$ cat src/rtl/link_pkg.sv
// Shared widths, word/beat types and config helpers for the DDR downstream receive path.
package link_pkg;

  localparam int LINK_CHANNEL_WIDTH = 8;
  localparam int LINK_NUM_CHANNELS  = 2;
  localparam int LINK_CORE_WIDTH    = 64;
  localparam int LINK_FIFO_DEPTH    = 8;
  localparam int LINK_TOKEN_RATIO   = 4;

  localparam int BEAT_WIDTH  = LINK_NUM_CHANNELS * LINK_CHANNEL_WIDTH;
  localparam int BEATS       = LINK_CORE_WIDTH / BEAT_WIDTH;
  localparam int FIFO_CNT_W  = $clog2(LINK_FIFO_DEPTH) + 1;

  typedef logic [BEAT_WIDTH-1:0]      beat_t;
  typedef logic [LINK_CORE_WIDTH-1:0] word_t;

  function automatic bit is_pow2(input int v);
    return (v > 0) && ((v & (v - 1)) == 0);
  endfunction

endpackage

$ cat src/rtl/link_rx_fifo.sv
// Core-word buffer: push lands next cycle, head read combinationally from storage.
// A push while full is taken only if a pop happens in the same cycle; otherwise it is refused.
module link_rx_fifo
  import link_pkg::*;
#(
  parameter int WIDTH = LINK_CORE_WIDTH,
  parameter int DEPTH = LINK_FIFO_DEPTH
) (
  input  logic             clk,
  input  logic             rst_n,
  input  logic             push_i,
  input  logic [WIDTH-1:0] push_data_i,
  input  logic             pop_i,
  output logic             full_o,
  output logic             empty_o,
  output logic [WIDTH-1:0] head_o
);

  localparam int AW = (DEPTH > 1) ? $clog2(DEPTH) : 1;
  localparam int CW = AW + 1;

  if (!is_pow2(DEPTH) || DEPTH < 2) begin : g_chk_depth
    $error("link_rx_fifo: DEPTH must be a power of 2 and at least 2");
  end

  logic [WIDTH-1:0] mem_q [DEPTH];
  logic [AW-1:0]    wr_ptr_q, rd_ptr_q;
  logic [CW-1:0]    cnt_q;
  logic             do_push, do_pop;

  assign full_o  = (cnt_q == CW'(DEPTH));
  assign empty_o = (cnt_q == '0);
  assign head_o  = mem_q[rd_ptr_q];
  assign do_pop  = pop_i && !empty_o;
  assign do_push = push_i && (!full_o || do_pop);

  always_ff @(posedge clk) begin
    if (!rst_n) begin
      wr_ptr_q <= '0;
      rd_ptr_q <= '0;
      cnt_q    <= '0;
    end else begin
      if (do_push) wr_ptr_q <= wr_ptr_q + AW'(1);
      if (do_pop)  rd_ptr_q <= rd_ptr_q + AW'(1);
      cnt_q <= cnt_q + CW'(do_push) - CW'(do_pop);
    end
  end

  // Storage is not reset; contents are only observable behind a valid count.
  always_ff @(posedge clk) begin
    if (do_push) mem_q[wr_ptr_q] <= push_data_i;
  end

endmodule

$ cat src/rtl/link_ddr_downstream_rx.sv
// Reassembles lock-step link beats into core words, buffers them and returns one credit per TOKEN_RATIO pops.
// Final beat to core_valid_o is 1 cycle; a word completing into a full FIFO without a pop is dropped and flagged.
module link_ddr_downstream_rx
  import link_pkg::*;
#(
  parameter int CHANNEL_WIDTH = LINK_CHANNEL_WIDTH,
  parameter int NUM_CHANNELS  = LINK_NUM_CHANNELS,
  parameter int CORE_WIDTH    = LINK_CORE_WIDTH,
  parameter int FIFO_DEPTH    = LINK_FIFO_DEPTH,
  parameter int TOKEN_RATIO   = LINK_TOKEN_RATIO
) (
  input  logic                                  clk,
  input  logic                                  rst_n,
  input  logic [NUM_CHANNELS-1:0]               link_valid_i,
  input  logic [NUM_CHANNELS*CHANNEL_WIDTH-1:0] link_data_i,
  output logic                                  core_valid_o,
  output logic [CORE_WIDTH-1:0]                 core_data_o,
  input  logic                                  core_ready_i,
  output logic                                  token_o,
  output logic                                  overflow_o,
  output logic                                  misalign_o
);

  localparam int BEAT_W = NUM_CHANNELS * CHANNEL_WIDTH;
  localparam int NBEATS = CORE_WIDTH / BEAT_W;
  localparam int BCW    = (NBEATS > 1) ? $clog2(NBEATS) : 1;
  localparam int TCW    = (TOKEN_RATIO > 1) ? $clog2(TOKEN_RATIO) : 1;

  if (CORE_WIDTH % BEAT_W != 0) begin : g_chk_width
    $error("link_ddr_downstream_rx: CORE_WIDTH must be a multiple of the beat width");
  end
  if (TOKEN_RATIO < 1 || FIFO_DEPTH % TOKEN_RATIO != 0) begin : g_chk_ratio
    $error("link_ddr_downstream_rx: TOKEN_RATIO must divide FIFO_DEPTH");
  end

  logic [BCW-1:0]        beat_q, beat_d;
  logic [CORE_WIDTH-1:0] shift_q, word_d;
  logic [TCW-1:0]        tok_cnt_q, tok_cnt_d;
  logic                  token_q, overflow_q, misalign_q;
  logic                  beat_acc, beat_bad, last_beat, push, pop, tok_wrap;
  logic                  fifo_full, fifo_empty;

  assign beat_acc  = &link_valid_i;
  assign beat_bad  = (|link_valid_i) && !beat_acc;
  assign last_beat = (beat_q == BCW'(NBEATS - 1));
  assign push      = beat_acc && last_beat;
  assign pop       = core_valid_o && core_ready_i;
  assign tok_wrap  = (tok_cnt_q == TCW'(TOKEN_RATIO - 1));

  // The completing word is the held beats with the current beat dropped into its slot.
  always_comb begin
    word_d = shift_q;
    for (int k = 0; k < NBEATS; k++) begin
      if (beat_q == BCW'(k)) word_d[k*BEAT_W +: BEAT_W] = link_data_i;
    end
  end

  always_comb begin
    beat_d = beat_q;
    if (beat_acc) beat_d = last_beat ? '0 : beat_q + BCW'(1);
  end

  always_comb begin
    tok_cnt_d = tok_cnt_q;
    if (pop) tok_cnt_d = tok_wrap ? '0 : tok_cnt_q + TCW'(1);
  end

  always_ff @(posedge clk) begin
    if (!rst_n) begin
      beat_q     <= '0;
      shift_q    <= '0;
      tok_cnt_q  <= '0;
      token_q    <= 1'b0;
      overflow_q <= 1'b0;
      misalign_q <= 1'b0;
    end else begin
      beat_q    <= beat_d;
      tok_cnt_q <= tok_cnt_d;
      token_q   <= pop && tok_wrap;
      if (beat_acc) shift_q <= word_d;
      if (push && fifo_full && !pop) overflow_q <= 1'b1;
      if (beat_bad) misalign_q <= 1'b1;
    end
  end

  link_rx_fifo #(
    .WIDTH (CORE_WIDTH),
    .DEPTH (FIFO_DEPTH)
  ) u_fifo (
    .clk         (clk),
    .rst_n       (rst_n),
    .push_i      (push),
    .push_data_i (word_d),
    .pop_i       (pop),
    .full_o      (fifo_full),
    .empty_o     (fifo_empty),
    .head_o      (core_data_o)
  );

  assign core_valid_o = !fifo_empty;
  assign token_o      = token_q;
  assign overflow_o   = overflow_q;
  assign misalign_o   = misalign_q;

endmodule

$ cat config.mk
export PLATFORM = sky130hd
export DESIGN_NAME = link_ddr_downstream_rx
export DESIGN_NICKNAME = d
export VERILOG_FILES = /design/src/rtl/link_pkg.sv /design/src/rtl/link_rx_fifo.sv /design/src/rtl/link_ddr_downstream_rx.sv
export SDC_FILE = /design/constraint.sdc
export NUM_CORES = 1
export LEC_CHECK = 0
export BUFFER_PORTS_ARGS = -buffer_cell sky130_fd_sc_hd__buf_2
export CELL_PAD_IN_SITES_DETAIL_PLACEMENT = 0
export CELL_PAD_IN_SITES_GLOBAL_PLACEMENT = 2
export CORE_MARGIN = 8
export CORE_UTILIZATION = 48
export DETAILED_ROUTE_END_ITERATION = 7
export PLACE_DENSITY_LB_ADDON = 0.1
export SYNTH_ARGS = -nofsm -noshare
export SYNTH_HDL_FRONTEND = slang
export SYNTH_SLANG_ARGS = --single-unit
$ cat constraint.sdc
create_clock -name clk -period 12 [get_ports clk]
set_clock_uncertainty 0.1 [all_clocks]
set_input_delay 1.8 -clock clk [delete_from_list [all_inputs] [get_ports clk]]
set_output_delay 1.8 -clock clk [all_outputs]
set_load 0.02 [all_outputs]
==> summary.md, run 1 <==
| Metric | Value |
|---|---|
| Leading area contributor after synthesis | `edfxtp_1` |
| VDD IR max | `0.1481 mV` |
| Status | `completed` |
| Worst hold path type | `register to register` |
| Grt ovf | `0` |
| Clock tree sinks | `596` |
| CTS tree | `built` |
| Critical Path RT | `a little over 10,000 ps` |
| Sequential share of power | `between 40% and 50%` |
| CTS Buf Count | `60` |
| Clk Latency, worst-skew pair | `around 600 ps` |
| Worst Path Arrival | `approximately 3600 ps` |
| Non-filler instance count after layout | `~1,900` |
| Hold Startpoint | `shift_q[49]` |
| Synth cell types | `31` |
| Die W | `236.0 um` |
| Hold depth | `2` |
| DR WL/cell | `between 20 and 30 um` |
| Syn_area_per_cell | `between 20 and 25 um2` |
| Vias in the first global route | `11,740` |
| Initial drt markers | `between 800 and 900` |
| Worst R2R Start | `beat_q[0]` |
| RSZ-0062 raised after global routing | `no` |
| Hpwl dp | `27,580 um` |
| Leak | `between 0.008 and 0.009 uW` |
| Root buf cell | `clkbuf_16` |
| R2r setup slk | `roughly 7800 ps` |
| Synth top area cells | `edfxtp_1 (66%), mux4_2 (12%), dfxtp_1 (7.2%)` |
| Sequential area share after synthesis | `73.41%` |
| Post-place setup slack | `6339 ps` |
| PortBufs | `between 80 and 90` |
| Largest net degree at the start of global routing | `87` |
| Setup TNS | `0 ps` |
| Sw frac | `24.13%` |
| Post-CTS Setup Bufs | `0` |
| Fin crit share | `a little under half` |
| Setup WS post-layout | `6553 ps` |
| CP endpoint kind | `output port` |
| Row cnt | `80` |
| Final Wtd Congestion | `0.7003` |
| Slew HR | `a little over a quarter` |
| PD cells | `between 150 and 200 mW/mm2` |
| Via count | `10,850` |
| P_sw | `1183 uW` |
| Residual DRC | `0` |
| Clock Power Share | `38.1%` |
| Ports | `89` |
| Endpoints failing setup | `0` |
| Fmax | `183.6 MHz` |
| Area grow syn2layout | `13.17%` |
| Setup CP Type | `register to output port` |
| Yosys reg bits | `596` |
| Clock buffer depth | `3` |
| Slew at the pin closest to its max-slew limit | `1101 ps` |
| Final hold violation count | `0` |
| Slew Viols, Final | `0` |
| Post-synthesis cell count | `1,150` |
| Yosys Warn Count | `0` |
| Post-DRT Antenna Nets | `0` |
| Reg-to-Reg End | `u_fifo.mem_q[5][54]` |
| Cell Area, Synth | `around 0.023 mm2` |
| R2R cell count | `6` |
| Die area | `0.05570 mm2` |
| Starting Density | `48.66%` |
| Maximum fanout along the worst path | `70` |
| Final WL | `50,110 um` |
| Layout cells sized above 1 | `about a third` |
| Synthesized Nets | `1,186` |
| Top-area cell type share of the netlist area | `66.17%` |
| First-pass GRT wire length | `around 76,000 um` |
| DR pass1 iterations | `6` |
| Hold EP | `shift_q[49]` |
| Vias per cell | `between 5 and 6` |
| Initial antenna violation count | `1` |
| Logic pwr share | `14.5%` |
| Die H | `236.0 um` |
| Total GRT Usage | `between 10% and 20%` |
| Min Hold Slack | `354.9 ps` |
| MaxCap Viol Count | `0` |
| # hold bufs at CTS | `0` |
| ANT cells | `0` |
| # H-tree levels | `2` |
| Fin nets | `1,291` |
| Kind of start point of the critical path | `register` |
| Worst-path clk slew | `60 ps` |
| Pint | `3719 uW` |
| Dpl cells | `between 1,500 and 2,000` |
| Min cycle time layout | `5447 ps` |
| CTS resizes | `0` |
| Core area | `0.04775 mm2` |
worst max-delay path by stage:
stage                    startpoint             endpoint  cells after the start
floorplan           link_valid_i[0]   u_fifo.mem_q[1][0]                      6
global placement    link_valid_i[0]   u_fifo.mem_q[5][9]                      6
detailed placement  link_valid_i[0]  u_fifo.mem_q[5][54]                      6
CTS                        register      core_data_o[22]                      4
global route               register      core_data_o[22]                      4
finish                     register      core_data_o[22]                      4
cells by family after synthesis:
family | Yosys count | synth area share [%]
mux | 312 | 21.02
compound gates | 31 | 0.6840
simple gates | 121 | 2.310
flops | 596 | 73.41
fa+ha+maj | 15 | 0.8401
buf+inv | 74 | 1.691
xor+xnor | 1 | 0.03770
critical path: stages (launching register included):
cell and delay [ps]:
dfxtp_4 1060, buf_4 880, mux4_2 420, mux2_2 340, buf_2 180
stage by stage:
| stage | power (uW) | utilization [%] | instance area, um2 |
|---|---|---|---|
| 2_1_floorplan | 2812 | - | 23230 |
| 3_3_place_gp | 3101 | 50.92 | 24310 |
| 3_5_place_dp | 3104 | 50.92 | 24310 |
| 4_1_cts | 4971 | 55.07 | 26290 |
| 5_1_grt | 5084 | 55.07 | 26290 |
| 6_report | 4902 | 55.07 | 26290 |
cells in the mapped netlist, drive strengths merged:
master	count
or3	1
mux2	128
edfxtp	512
and2	2
nor3b	2
a21oi	25
dfxtp	84
mux2i	56
clkbuf	22
fa	1
and3b	1
nand3	4
nor4bb	2
and4b	3
nand2b	5
a21o	1
o21ai	4
ha	14
mux4	128
and4	1
a31oi	1
inv	12
nor2	58
xor2	1
nand2	39
and3	2
buf	40
or4	1
per-layer routing:
layer  vias to the layer above  track usage (%)  routed length (um)
li1                       4814                -                   -
met1                      5751            24.58               22250
met2                       216            30.68               24930
met3                        66            2.588                1854
met4                         2            5.143                1064
met5                         -                0                  13
layout by cell type (no fill, tap or decap), types with 2 or more instances in the layout:
master      instances
and2_1              2
nand2_1            39
mux2i_1            56
a21oi_1            25
o21ai_0             4
ha_1               13
clkinv_2            6
clkbuf_16          61
and4b_4             3
nand2b_1            5
edfxtp_1          512
dfxtp_4             3
clkinvlp_4          5
nand3_1             4
clkinv_1            5
clkbuf_8            7
dfxtp_1            81
mux4_2            128
inv_1              11
buf_2              88
buf_4              16
mux2_2            128
bufinv_16           6
nor4bb_4            2
nor3b_1             2
clkbuf_1           20
nor2_1             58
final cells by class:
class | count | area [um2]
sequential | 596 | 17070
clock buffer | 88 | 1698
fill | 3632 | 21450
inverter | 12 | 45.04
clock inverter | 24 | 284.0
tap | 615 | 769.5
multi-input combinational | 480 | 5849
timing repair buffer | 105 | 580.6
registers in the layout, summed over array words and instances, names as in the netlist, named ones only:
name / flops
u_fifo.cnt_q: 4
u_fifo.rd_ptr_q: 3
token_o: 1
beat_q: 2
shift_q: 64
u_fifo.wr_ptr_q: 3
misalign_o: 1
overflow_o: 1
u_fifo.mem_q: 512
tok_cnt_q: 2
power groups by stage:
stage | combinational [uW] | clock (uW) | sequential [uW]
after floorplan | 498 | 0 | 2310
after global placement | 732 | 0 | 2370
after detailed placement | 732 | 0 | 2370
after CTS | 735 | 1910 | 2330
after global routing | 774 | 1980 | 2330
final | 713 | 1870 | 2320
No activity file was read; power rests on OpenSTA's default activity.
==> inputs of run 2 (changes only) <==
CORE_UTILIZATION = 44   (was 48)
clock period = 4.76 ns   (was 12 ns; I/O delays follow)
==> run 2 against run 1 <==
Effect of this change: worst hold slack worse by 20 ps; setup slack worse by 5500 ps; highest routed layer unchanged; largest cell class unchanged; utilization is 4.0 points lower.
==> summary.md, run 2 (synthesis gave the netlist of run 1 again) <==
| Metric | Value |
|---|---|
| Status | `completed` |
| Setup TNS | `0 ps` |
| Biggest regs | `u_fifo.mem_q: 512 flops, shift_q: 64 flops, u_fifo.cnt_q: 4 flops` |
| Worst R2R Start | `beat_q[0]` |
| Core area | `0.05234 mm2` |
| Die H | `245.8 um` |
| MaxCap Viol Count | `0` |
| Max FFs per register | `512` |
| Leak | `0.008109 uW` |
| Fin nets | `1,305` |
| Ports | `89` |
| Die area | `0.06041 mm2` |
| Reg-to-Reg End | `u_fifo.mem_q[3][57]` |
| CP max stage delay | `930 ps` |
| Dpl cell area | `0.02461 mm2` |
| Fin crit share | `77.79%` |
| Fmax | `270.1 MHz` |
| Initial antenna violation count | `6` |
| R2R cell count | `8` |
| DR WL/cell | `26.37 um` |
| Initial drt markers | `791` |
| Clock tree sinks | `596` |
| Starting Density | `between 40% and 50%` |
| Die W | `between 200 and 250 um` |
| Total GRT Usage | `17.66%` |
| Clk Latency, worst-skew pair | `610 ps` |
| DR pass1 iterations | `5` |
| Final WL | `52,980 um` |
| CTS tree | `built` |
| RSZ-0062 raised after global routing | `no` |
| Most frequent cells in the layout | `edfxtp_1 (512), mux2_2 (128), mux4_2 (128), buf_2 (88), dfxtp_1 (81)` |
| VDD IR max | `0.2958 mV` |
| CP max stage cell | `dfxtp_4` |
| PortBufs | `88` |
| Worst hold path type | `input port to register` |
| Critical Path RT | `a little under 4000 ps` |
| R2r setup slk | `1540 ps` |
| GRT met1 Usage | `24.89%` |
| Setup CP Type | `register to output port` |
| Area grow syn2layout | `15.06%` |
| Clock buffer depth | `3` |
| Met2 GRT Util | `28.78%` |
| GRT busiest layer | `met2` |
| Critical path endpoint | `core_data_o[16]` |
| Kind of start point of the critical path | `register` |
| Post-DRT Antenna Nets | `0` |
| Routing usage on met3 | `3.139%` |
| Layout cells sized above 1 | `36.82%` |
| Min cycle time layout | `3703 ps` |
| Commonest non-fill, non-tap cell in the layout | `edfxtp_1` |
| Final instance area | `approximately 0.027 mm2` |
| Root buf cell | `clkbuf_16` |
| First-pass GRT wire length | `between 70,000 and 80,000 um` |
| Slew HR | `37.27%` |
| Post-CTS Setup Bufs | `0` |
| Maximum fanout along the worst path | `52` |
| Largest net degree at the start of global routing | `54` |
| Vias in the first global route | `11,650` |
| # hold bufs at CTS | `0` |
| CP cell instances | `buf_4 -> mux4_2 -> mux2_2 -> buf_2` |
| Final Wtd Congestion | `a little under 0.7` |
| CTS Buf Count | `a little over 60` |
| Slew at the pin closest to its max-slew limit | `941.0 ps` |
| PD cells | `461.0 mW/mm2` |
| Endpoints failing setup | `0` |
| Row cnt | `84` |
| Vias per cell | `5.448` |
| Most flop-heavy register | `u_fifo.mem_q` |
| Via count | `10,950` |
| # H-tree levels | `2` |
| Final hold violation count | `0` |
| Core Util, Final | `51.08%` |
| CTS resizes | `0` |
| Grt ovf | `0` |
| Hpwl dp | `29,300 um` |
| CP endpoint kind | `output port` |
| Slew Viols, Final | `0` |
| Min Hold Slack | `335.4 ps` |
| Worst Path Arrival | `between 2000 and 3000 ps` |
| Worst-path clk slew | `60 ps` |
| Residual DRC | `0` |
-- run 2: changes by cell type in the layout (fill, tap and decap cells not counted), sizes merged --
cell / previous run / this run
bufinv: 6 / 9
buf: 105 / 118
clkbuf: 88 / 81
diode: 0 / 1
clkinv: 12 / 21
clkinvlp: 5 / 2
-- run 2: worst min-delay path by stage --
stage	startpoint	end	slack, ps	cells past startpoint
final	link_valid_i[1]	misalign_o	340	4
after global routing	core_ready_i	tok_cnt_q[1]	330	3
after CTS	link_valid_i[1]	misalign_o	300	4
after detailed placement	shift_q[60]	shift_q[60]	340	2
after global placement	shift_q[63]	shift_q[63]	340	2
after floorplan	shift_q[48]	shift_q[48]	330	2
-- run 2: critical path: cells and delay by family, from the launching register on --
| family | cells | cell delay, ps |
|---|---|---|
| buf+inv | 2 | 630 |
| flops | 1 | 930 |
| mux | 2 | 690 |
-- run 2: stage by stage --
step	worst slack [ps]	total power, uW	std cells
global placement	1250	7519	1894
detailed placement	1238	7518	1894
global route	923.9	12770	2008
CTS	951.6	12500	2008
floorplan	470.8	7088	1150
finish	1057	12330	2009
-- run 2: final cells by class --
cell class              instances  area (um2)
fillers                      4249       25610
flip-flops and latches        596       17070
multi-input cells             480        5849
clock buffers                  81        1713
well taps                     688       860.8
repair buffers                118       790.8
clock inverters                33       404.1
inverters                      12       45.04
diodes                          1       2.502
-- run 2: metal layers --
layer	vias up	share of wire (%)
met4	2	1.4
met5	-	0.019
met2	213	49
li1	4860	-
met3	61	3.9
met1	5810	46
-- run 2: report_power, final --
| group | switching, uW | internal (uW) |
|---|---|---|
| clock network | 1960 | 3010 |
| registers | 129 | 5700 |
| logic | 780 | 747 |
==> inputs of run 3 (changes only) <==
CORE_UTILIZATION = 48   (was 44)
clock period = 3.5 ns   (was 4.76 ns; I/O delays follow)
==> run 3 against run 2 <==
Effect of this change: cell area fell by 1.1%; critical path type unchanged; setup slack got worse by 870 ps; non-clock buffer count rose by 1; utilization rose by 4.3 points; combinational power rose by 69%; global-route usage rose by 0.99 points; die area fell by 7.8%; sequential power rose by 35%; register-to-register slack got worse by 630 ps; power rose by 33%; clock-buffer cell count rose by 3; via count rose by 0.37%.
==> summary.md, run 3 (synthesis gave the netlist of run 1 again) <==
| Metric | Value |
|---|---|
| Status | `completed` |
| Root buf cell | `clkbuf_16` |
| CP endpoint kind | `output port` |
| Initial antenna violation count | `3` |
| Total GRT Usage | `a little under a fifth` |
| Row cnt | `80` |
| Fin nets | `1,304` |
| Post-DRT Antenna Nets | `0` |
| Commonest non-fill, non-tap cell in the layout | `edfxtp_1` |
| Vias per cell | `around 5.7` |
| Non-filler instance count after layout | `around 1,900` |
| Area occupied by multi-input gates | `0.005861 mm2` |
| Most flop-heavy register | `u_fifo.mem_q` |
| Kind of start point of the critical path | `register` |
| Final hold violation count | `0` |
| Worst-path clk slew | `60 ps` |
| Worst Path Arrival | `roughly 2700 ps` |
| First-pass GRT wire length | `77,000 um` |
| Endpoints failing setup | `0` |
| Clk Latency, worst-skew pair | `slightly above 600 ps` |
| VDD IR max | `0.5132 mV` |
| Final Wtd Congestion | `0.7262` |
| Layout cells sized above 1 | `a little over a third` |
| Final WL | `around 52,000 um` |
| Hpwl dp | `27,870 um` |
| MaxCap Viol Count | `0` |
| Slew at the pin closest to its max-slew limit | `between 900 and 1000 ps` |
| RSZ-0062 raised after global routing | `no` |
| # hold bufs at CTS | `0` |
| Ports | `just under 90` |
| Starting Density | `48.66%` |
| Min Hold Slack | `162.4 ps` |
| Vias in the first global route | `11,650` |
| Critical Path RT | `2870 ps` |
| PortBufs | `88` |
| Max FFs per register | `512` |
| Fmax | `approximately 300 MHz` |
| # H-tree levels | `2` |
| CTS resizes | `0` |
| Area grow syn2layout | `13.79%` |
| Maximum fanout along the worst path | `32` |
| Initial drt markers | `729` |
| Leak | `0.008154 uW` |
| Die H | `236.0 um` |
| Clock buffer depth | `3` |
| Power Total | `around 16,000 uW` |
| Fillers | `3,691` |
| Dpl cell area | `0.02460 mm2` |
| Grt ovf | `0` |
| DR WL/cell | `26.78 um` |
| Fin crit share | `between 90% and 100%` |
| Clock tree sinks | `596` |
| Largest net degree at the start of global routing | `84` |
| Biggest regs | `u_fifo.mem_q: 512 flops, shift_q: 64 flops, u_fifo.cnt_q: 4 flops` |
| DR pass1 iterations | `5` |
| Final instance area | `0.02644 mm2` |
| Via count | `10,990` |
| Slew HR | `37.67%` |
| Register area | `0.01707 mm2` |
| CTS tree | `built` |
| Min cycle time layout | `approximately 3300 ps` |
| CTS Buf Count | `59` |
| Die W | `236.0 um` |
| Most frequent cells in the layout | `edfxtp_1 (512), mux2_2 (128), mux4_2 (128), buf_2 (88), dfxtp_1 (81)` |
| Residual DRC | `0` |
| Slew Viols, Final | `0` |
| Post-CTS Setup Bufs | `0` |
| Worst hold path type | `input port to register` |
| PD cells | `621.2 mW/mm2` |
| Dpl cells | `approximately 1,800` |
| Core area | `0.04775 mm2` |
| Die area | `0.05570 mm2` |
| Setup CP Type | `register to output port` |
## run 3: cell count changes in the layout (fill, tap and decap cells not counted), moves of 4 or more
cell,before,now
clkinv_1,5,13
bufinv_16,9,2
buf_12,10,15
clkbuf_8,9,5
buf_4,20,16
clkbuf_1,10,18
clkinv_2,15,10
## run 3: area by class of cell
| cell class | count | share of cell area [%] |
|---|---|---|
| diodes | 2 | 0.01893 |
| well taps | 615 | 2.911 |
| inverters | 12 | 0.1704 |
| clock inverters | 26 | 0.6294 |
| repair buffers | 119 | 3.256 |
| flip-flops and latches | 596 | 64.56 |
| multi-input cells | 480 | 22.17 |
| clock buffers | 84 | 6.290 |
## run 3: metrics by stage
stage | setup slack (ps) | utilization (%) | TNS (ps)
2_1_floorplan | -254.6 | - | -32580
3_3_place_gp | 745.5 | 51.53 | 0
3_5_place_dp | 752.3 | 51.53 | 0
4_1_cts | 83.67 | 55.36 | 0
5_1_grt | 21.34 | 55.36 | 0
6_report | 183.6 | 55.37 | 0
## run 3: power breakdown
| group | total, uW | switching, uW | leakage [uW] | internal, uW |
|---|---|---|---|---|
| Combinational | 2590 | 1350 | 0.00222 | 1240 |
| Sequential | 7850 | 94.3 | 0.00504 | 7760 |
| Clock | 5980 | 2550 | 0.000897 | 3430 |
## run 3: final timing paths
kind	end	cells past startpoint	slack (ps)	start
max	core_data_o[15]	4	180	register
min	tok_cnt_q[1]	3	160	core_ready_i
max reg2reg	u_fifo.mem_q[4][27]	6	910	u_fifo.cnt_q[2]
min reg2reg	shift_q[54]	2	350	shift_q[54]
## run 3: critical path, cell delays in order (launching register included)
cell and delay [ps]:
dfxtp_4 670, buf_12 350, mux4_2 550, mux2_2 320
buf_2 170
## run 3: per-layer routing
metal  vias to the layer above  track usage (%)  routed length, um
met5                         -                0                  9
met4                         2            4.521               1111
met3                        76            3.638               2168
met2                       226            30.39              24880
met1                      5831            25.81              23610
li1                       4852                -                  -
